<file path="src/rtl/apb_pkg.sv">
// Shared APB definitions for the master bridge and the APB UVC.
//   APB_ADDR_W  - default APB address width
//   APB_DATA_W  - default APB data width (8, 16 or 32)
//   apb_state_e - bridge FSM states
package apb_pkg;

    localparam int unsigned APB_ADDR_W = 12;
    localparam int unsigned APB_DATA_W = 32;

    typedef enum logic [1:0] {
        IDLE   = 2'd0,
        SETUP  = 2'd1,
        ACCESS = 2'd2,
        RESP   = 2'd3
    } apb_state_e;

endpackage

</file>
<file path="src/rtl/apb_master_bridge_if.sv">
// Command/response and APB bus bundle for apb_master_bridge.
//   master modport : bridge side (takes commands, drives APB requests, returns responses)
//   slave modport  : environment side (issues commands, models the APB slave)
// Command:  cmd_valid, cmd_ready, cmd_write, cmd_addr, cmd_wdata, cmd_strb
// Response: rsp_valid, rsp_ready, rsp_rdata, rsp_err
// APB:      paddr, psel, penable, pwrite, pstrb, pwdata, prdata, pready, pslverr
interface apb_master_bridge_if #(
    parameter int unsigned ADDR_W = apb_pkg::APB_ADDR_W,
    parameter int unsigned DATA_W = apb_pkg::APB_DATA_W
);
    localparam int unsigned STRB_W = DATA_W / 8;

    logic              cmd_valid;
    logic              cmd_ready;
    logic              cmd_write;
    logic [ADDR_W-1:0] cmd_addr;
    logic [DATA_W-1:0] cmd_wdata;
    logic [STRB_W-1:0] cmd_strb;

    logic              rsp_valid;
    logic              rsp_ready;
    logic [DATA_W-1:0] rsp_rdata;
    logic              rsp_err;

    logic [ADDR_W-1:0] paddr;
    logic              psel;
    logic              penable;
    logic              pwrite;
    logic [STRB_W-1:0] pstrb;
    logic [DATA_W-1:0] pwdata;
    logic [DATA_W-1:0] prdata;
    logic              pready;
    logic              pslverr;

    modport master (
        input  cmd_valid, cmd_write, cmd_addr, cmd_wdata, cmd_strb,
        output cmd_ready,
        output rsp_valid, rsp_rdata, rsp_err,
        input  rsp_ready,
        output paddr, psel, penable, pwrite, pstrb, pwdata,
        input  prdata, pready, pslverr
    );

    modport slave (
        output cmd_valid, cmd_write, cmd_addr, cmd_wdata, cmd_strb,
        input  cmd_ready,
        input  rsp_valid, rsp_rdata, rsp_err,
        output rsp_ready,
        input  paddr, psel, penable, pwrite, pstrb, pwdata,
        output prdata, pready, pslverr
    );

endinterface

</file>
<file path="src/rtl/apb_master_bridge.sv">
// Single-command APB master bridge: accepts one command, runs one APB transfer
// (SETUP then ACCESS until pready), and holds the response until consumed.
// Ports:
//   pclk   - sole clock, rising edge
//   preset - synchronous active-high reset; aborts any transfer in flight
//   bus    - apb_master_bridge_if.master (command, response and APB signals)
// Parameters: ADDR_W, DATA_W (8/16/32), TIMEOUT_CYC (1..65535).
// Optional feature: define APB_MASTER_TIMEOUT_EN to abort an ACCESS phase that
// sees no pready for TIMEOUT_CYC cycles (response then carries rsp_err=1).
module apb_master_bridge
    import apb_pkg::*;
#(
    parameter int unsigned ADDR_W      = APB_ADDR_W,
    parameter int unsigned DATA_W      = APB_DATA_W,
    parameter int unsigned TIMEOUT_CYC = 16
) (
    input logic             pclk,
    input logic             preset,
    apb_master_bridge_if.master bus
);

    localparam int unsigned STRB_W = DATA_W / 8;

    if (!(DATA_W == 8 || DATA_W == 16 || DATA_W == 32)) begin : g_bad_data_w
        $error("apb_master_bridge: DATA_W must be 8, 16 or 32");
    end
    if (TIMEOUT_CYC < 1 || TIMEOUT_CYC > 65535) begin : g_bad_timeout
        $error("apb_master_bridge: TIMEOUT_CYC must be 1..65535");
    end

    apb_state_e        state_q, state_d;
    logic [ADDR_W-1:0] addr_q,  addr_d;
    logic              write_q, write_d;
    logic [DATA_W-1:0] wdata_q, wdata_d;
    logic [STRB_W-1:0] strb_q,  strb_d;
    logic [DATA_W-1:0] rdata_q, rdata_d;
    logic              err_q,   err_d;

`ifdef APB_MASTER_TIMEOUT_EN
    localparam int unsigned CNT_W = 16;
    logic [CNT_W-1:0] cnt_q, cnt_d;
`endif

    always_comb begin
        state_d = state_q;
        addr_d  = addr_q;
        write_d = write_q;
        wdata_d = wdata_q;
        strb_d  = strb_q;
        rdata_d = rdata_q;
        err_d   = err_q;
`ifdef APB_MASTER_TIMEOUT_EN
        cnt_d   = cnt_q;
`endif

        unique case (state_q)
            IDLE: begin
                if (bus.cmd_valid) begin
                    state_d = SETUP;
                    addr_d  = bus.cmd_addr;
                    write_d = bus.cmd_write;
                    // Reads put zeros on pwdata/pstrb.
                    wdata_d = bus.cmd_write ? bus.cmd_wdata : '0;
                    strb_d  = bus.cmd_write ? bus.cmd_strb  : '0;
                end
            end
            SETUP: begin
                state_d = ACCESS;
`ifdef APB_MASTER_TIMEOUT_EN
                cnt_d   = '0;
`endif
            end
            ACCESS: begin
                // pslverr only matters on the completing cycle.
                if (bus.pready) begin
                    state_d = RESP;
                    rdata_d = write_q ? '0 : bus.prdata;
                    err_d   = bus.pslverr;
                end
`ifdef APB_MASTER_TIMEOUT_EN
                else if (cnt_q == CNT_W'(TIMEOUT_CYC - 1)) begin
                    state_d = RESP;
                    rdata_d = '0;
                    err_d   = 1'b1;
                end else begin
                    cnt_d   = cnt_q + 1'b1;
                end
`endif
            end
            RESP: begin
                if (bus.rsp_ready) begin
                    state_d = IDLE;
                end
            end
            default: state_d = IDLE;
        endcase
    end

    always_ff @(posedge pclk) begin
        if (preset) begin
            state_q <= IDLE;
            addr_q  <= '0;
            write_q <= 1'b0;
            wdata_q <= '0;
            strb_q  <= '0;
            rdata_q <= '0;
            err_q   <= 1'b0;
`ifdef APB_MASTER_TIMEOUT_EN
            cnt_q   <= '0;
`endif
        end else begin
            state_q <= state_d;
            addr_q  <= addr_d;
            write_q <= write_d;
            wdata_q <= wdata_d;
            strb_q  <= strb_d;
            rdata_q <= rdata_d;
            err_q   <= err_d;
`ifdef APB_MASTER_TIMEOUT_EN
            cnt_q   <= cnt_d;
`endif
        end
    end

    // Gating with preset keeps cmd_ready low while reset is held even though
    // the state register already reads IDLE.
    assign bus.cmd_ready = (state_q == IDLE) && !preset;
    assign bus.psel      = (state_q == SETUP) || (state_q == ACCESS);
    assign bus.penable   = (state_q == ACCESS);
    assign bus.paddr     = addr_q;
    assign bus.pwrite    = write_q;
    assign bus.pwdata    = wdata_q;
    assign bus.pstrb     = strb_q;
    assign bus.rsp_valid = (state_q == RESP);
    assign bus.rsp_rdata = rdata_q;
    assign bus.rsp_err   = err_q;

endmodule

</file>
<file path="src/flat_wrapper.sv">
// flat-port wrapper written by rule: the top's interface ports become plain ports
module apb_master_bridge_flat import apb_pkg::*;
#(
    parameter int unsigned ADDR_W      = APB_ADDR_W,
    parameter int unsigned DATA_W      = APB_DATA_W,
    parameter int unsigned TIMEOUT_CYC = 16
)
  (pclk, preset, bus_cmd_valid, bus_cmd_write, bus_cmd_addr, bus_cmd_wdata, bus_cmd_strb, bus_cmd_ready, bus_rsp_valid, bus_rsp_rdata, bus_rsp_err, bus_rsp_ready, bus_paddr, bus_psel, bus_penable, bus_pwrite, bus_pstrb, bus_pwdata, bus_prdata, bus_pready, bus_pslverr);
  apb_master_bridge_if #(.ADDR_W(ADDR_W), .DATA_W(DATA_W)) bus_i ();
  input logic pclk;
  input logic preset;
  input wire logic [$bits(bus_i.cmd_valid)-1:0] bus_cmd_valid;
  input wire logic [$bits(bus_i.cmd_write)-1:0] bus_cmd_write;
  input wire logic [$bits(bus_i.cmd_addr)-1:0] bus_cmd_addr;
  input wire logic [$bits(bus_i.cmd_wdata)-1:0] bus_cmd_wdata;
  input wire logic [$bits(bus_i.cmd_strb)-1:0] bus_cmd_strb;
  output wire logic [$bits(bus_i.cmd_ready)-1:0] bus_cmd_ready;
  output wire logic [$bits(bus_i.rsp_valid)-1:0] bus_rsp_valid;
  output wire logic [$bits(bus_i.rsp_rdata)-1:0] bus_rsp_rdata;
  output wire logic [$bits(bus_i.rsp_err)-1:0] bus_rsp_err;
  input wire logic [$bits(bus_i.rsp_ready)-1:0] bus_rsp_ready;
  output wire logic [$bits(bus_i.paddr)-1:0] bus_paddr;
  output wire logic [$bits(bus_i.psel)-1:0] bus_psel;
  output wire logic [$bits(bus_i.penable)-1:0] bus_penable;
  output wire logic [$bits(bus_i.pwrite)-1:0] bus_pwrite;
  output wire logic [$bits(bus_i.pstrb)-1:0] bus_pstrb;
  output wire logic [$bits(bus_i.pwdata)-1:0] bus_pwdata;
  input wire logic [$bits(bus_i.prdata)-1:0] bus_prdata;
  input wire logic [$bits(bus_i.pready)-1:0] bus_pready;
  input wire logic [$bits(bus_i.pslverr)-1:0] bus_pslverr;
  assign bus_i.cmd_valid = bus_cmd_valid;
  assign bus_i.cmd_write = bus_cmd_write;
  assign bus_i.cmd_addr = bus_cmd_addr;
  assign bus_i.cmd_wdata = bus_cmd_wdata;
  assign bus_i.cmd_strb = bus_cmd_strb;
  assign bus_cmd_ready = bus_i.cmd_ready;
  assign bus_rsp_valid = bus_i.rsp_valid;
  assign bus_rsp_rdata = bus_i.rsp_rdata;
  assign bus_rsp_err = bus_i.rsp_err;
  assign bus_i.rsp_ready = bus_rsp_ready;
  assign bus_paddr = bus_i.paddr;
  assign bus_psel = bus_i.psel;
  assign bus_penable = bus_i.penable;
  assign bus_pwrite = bus_i.pwrite;
  assign bus_pstrb = bus_i.pstrb;
  assign bus_pwdata = bus_i.pwdata;
  assign bus_i.prdata = bus_prdata;
  assign bus_i.pready = bus_pready;
  assign bus_i.pslverr = bus_pslverr;
  apb_master_bridge #(.ADDR_W(ADDR_W), .DATA_W(DATA_W), .TIMEOUT_CYC(TIMEOUT_CYC)) u_core (.pclk(pclk), .preset(preset), .bus(bus_i));
endmodule
</file>
<file path="config.mk">
export PLATFORM = sky130hd
export DESIGN_NAME = apb_master_bridge_flat
export DESIGN_NICKNAME = d
export VERILOG_FILES = /design/src/rtl/apb_pkg.sv /design/src/rtl/apb_master_bridge_if.sv /design/src/rtl/apb_master_bridge.sv /design/src/flat_wrapper.sv
export SDC_FILE = /design/constraint.sdc
export NUM_CORES = 1
export LEC_CHECK = 0
export CAP_MARGIN = 25
export CORE_AREA = 2 2 101 103
export DETAILED_ROUTE_END_ITERATION = 6
export DIE_AREA = 0 0 103 105
export PLACE_DENSITY = 0.7
export SLEW_MARGIN = 0
export SYNTH_ARGS = -nofsm -noshare
export SYNTH_HDL_FRONTEND = slang
export SYNTH_SLANG_ARGS = --single-unit
</file>
<file path="constraint.sdc">
create_clock -name pclk -period 2.9 [get_ports pclk]
set_clock_uncertainty 0.05 [all_clocks]
set_input_delay 0.435 -clock pclk [delete_from_list [all_inputs] [get_ports pclk]]
set_output_delay 0.435 -clock pclk [all_outputs]
set_load 0.02 [all_outputs]
</file>
==> impl_metrics.csv <==
group,metric,value,unit
clocking,post_cts_buffers,0,
grt,grt_max_degree,84,
finish,area_delta_synth_final,61.9,%
timing,slew_headroom,0.421,
pwr,power_density,665,nW/µm²
critical_path,ff2ff_setup_slack,1.03,ns
logic_synthesis,synth.ff_latch_count,84,
grt,grt_pass1_wl,15600,µm
routing,vias,3297,
timing,rsz0062_at_grt,"false",
pwr,switchingPower,1.11,mW
floorplan,dieArea,10800,µm²
floorplan,dieHeight,105,µm
critical_path,end_kind,"output port",
logic_synthesis,synth_top_area_share,0.518,
timing,maxSlewViolCount,0,
finish,nets,633,
grt,grt_usage,0.178,
floorplan,ios,173,
place,gp_congestion,0.738,
clocking,hold_buffers,0,
pwr,clkPwrFrac,0.289,
timing,finalCritPeriodShare,0.791,
logic_synthesis,ys_top_cells_by_area,"dfxtp_1, a21oi_1, nand2_1",
finish,post_layout_nonfiller_instances,680,
pwr,ir_worst_vdd,0.000342,V
finish,drive_above_1_share,0.0494,
clocking,clk_path_buf_depth,2,
clocking,cts_tree,"yes",
clocking,cts_inserted_buffers,9,
routing,wl,9830,µm
pwr,finalPower,3.49,mW
critical_path,required,2.41,ns
clocking,clock-sinks,84,
timing,tightest_slew,0.869,ns
worst_hold_path,hold_path_depth,2,
critical_path,timing.rr.end,"u_core.bus.rsp_err$_SDFFE_PP0P_",
pwr,swShare,0.318,
routing,drtIter0Drc,117,
pwr,pwr-share-comb,0.321,
critical_path,r2r-start,"u_core.state_q[0]$_SDFFE_PP0P_",
flow_run,cap_viol_max_count,0,
grt,grt_pass1_vias,3219,
timing,fin_setup_tns,0,ns
clocking,clock-root-buffer,"clkbuf_8",
timing,final_hold_viol_count,0,
pwr,p_leak,1.79,nW
floorplan,start_util,0.337,
logic_synthesis,syn_area,3240,µm²
routing,wl_per_cell,14.5,µm
finish,fin_util,0.545,
routing,drc,0,
clocking,clk_pin_slew,0.08,ns
logic_synthesis,synth.net_count,479,
logic_synthesis,yosysTopAreaCell,"dfxtp_1",
critical_path,cp-start-kind,"register",
place,place_inst,664,
floorplan,num_rows,36,
floorplan,die-width,103,µm
critical_path,worstPathArrival,1.81,ns
worst_hold_path,min_to,"u_core.bus.pwdata[9]$_SDFFE_PP0P_",
logic_synthesis,ys_seq_area_frac,0.518,
routing,antenna_left,0,
grt,antenna_found_initial,0,
finish,n_antenna_cell,0,
clocking,h-tree-depth,3,
timing,fin_crit,2.29,ns
critical_path,worst-path-max-fanout,17,
pwr,p_int,2.38,mW
grt,overflow,0,
critical_path,r2r_cells,7,
timing,max_freq,0.436,GHz
logic_synthesis,yosysWarnings,0,
critical_path,worst-setup-path-type,"reg2out",
clocking,cts_resized,0,
clocking,clock_latency,0.34,ns
place,portBuffers,172,
routing,dr.pass1.iters,4,
logic_synthesis,postSynthAreaPerCell,8.36,µm²
pwr,pwr-share-seq,0.391,
logic_synthesis,ys_types,18,
routing,viasPerCell,4.85,
run_status,status,"complete, no violations",
floorplan,core_region_area,9640,µm²
place,dp_hpwl,6730,µm
worst_hold_path,hold_class,"reg2reg",
timing,setup_viol_count_final,0,
worst_hold_path,worstHoldStart,"u_core.bus.pwdata[9]$_SDFFE_PP0P_",
logic_synthesis,syn_inst,388,
cell families after synthesis:
kind of cell	synth area share
and+or+nand+nor	0.272
DFF	0.518
AOI/OAI and AO/OA	0.130
buffers and inverters	0.0621
adders and majority gates	0.0154
muxes	0.00309
cell usage in the layout (no fill, tap or decap):
cell type | netlist | routed
inv_6 | 0 | 3
ha_1 | 4 | 4
a21oi_1 | 82 | 82
clkinv_2 | 0 | 1
nor2b_1 | 4 | 4
nand2_1 | 99 | 99
nand3_1 | 37 | 37
dfxtp_1 | 84 | 84
and2_2 | 0 | 1
mux2i_1 | 1 | 1
bufinv_16 | 0 | 3
clkdlybuf4s50_1 | 0 | 171
buf_2 | 14 | 1
or4_1 | 1 | 1
nand4b_1 | 32 | 32
inv_1 | 3 | 3
nor3_1 | 1 | 1
o211a_1 | 1 | 1
clkbuf_8 | 0 | 9
buf_4 | 2 | 9
per-layer routing:
metal  vias to the layer above  part of all wire  GRT usage
li1                       1631                 -          -
met1                      1509              0.44      0.233
met2                       142              0.45      0.269
met3                        15             0.098     0.0642
met4                         0             0.017     0.0620
met5                         -                 0          0
worst max-delay path, stage by stage (launching register included):
cell and delay (ns):
dfxtp_1 0.33, inv_1 0.10, ha_1 0.18, buf_4 0.22
clkdlybuf4s50_1 0.64
cells in the mapped netlist, drive strengths merged:
library cell	number
clkbuf	14
a21oi	82
nand4b	32
nand2	99
mux2i	1
nor3	1
dfxtp	84
o211a	1
or4	1
buf	24
nor2b	4
and2	1
ha	4
nand3	37
inv	3
stage by stage:
step	hold slack, ns	worst slack (ns)	instance area (µm²)
2_1_floorplan	0.418	1.28	3240
3_3_place_gp	0.387	0.836	5010
3_5_place_dp	0.393	0.756	5010
4_1_cts	0.404	0.588	5250
5_1_grt	0.420	0.491	5250
6_report	0.403	0.607	5250
final cells by class:
cell class,count,area [µm²]
Timing Repair Buffer,181,1780
Sequential cell,84,1680
Multi-Input combinational cell,263,1360
Clock buffer,9,124
Clock inverter,7,121
Fill cell,930,4390
Tap cell,133,166
Inverter,3,11.3
state kept, by name, summed over array words and instances, names as in the netlist:
| name | cells |
|---|---|
| u_core.bus.rsp_rdata | 32 |
| u_core.bus.pwrite | 1 |
| u_core.bus.pstrb | 4 |
| u_core.bus.rsp_err | 1 |
| u_core.state_q | 2 |
| u_core.bus.paddr | 12 |
| u_core.bus.pwdata | 32 |
power groups by stage:
stage	Combinational (mW)	Clock, mW	Sequential, mW
after CTS	1.13	1.05	1.37
final	1.12	1.01	1.36
after detailed placement	1.13	0	1.39
after floorplan	0.470	0	1.55
after global placement	1.11	0	1.39
after global routing	1.22	1.10	1.38
worst max-delay path by stage:
stage / startpoint / to / cells past startpoint
floorplan: u_core.state_q[0]$_SDFFE_PP0P_ / u_core.state_q[0]$_SDFFE_PP0P_ / 5
global placement: bus_pready / u_core.bus.rsp_err$_SDFFE_PP0P_ / 5
detailed placement: bus_pready / u_core.bus.rsp_err$_SDFFE_PP0P_ / 5
CTS: u_core.state_q[0]$_SDFFE_PP0P_ / bus_penable / 4
global route: u_core.state_q[0]$_SDFFE_PP0P_ / bus_cmd_ready / 4
finish: u_core.state_q[0]$_SDFFE_PP0P_ / bus_penable / 4
Note: power is estimated with default switching activity, not from simulation.
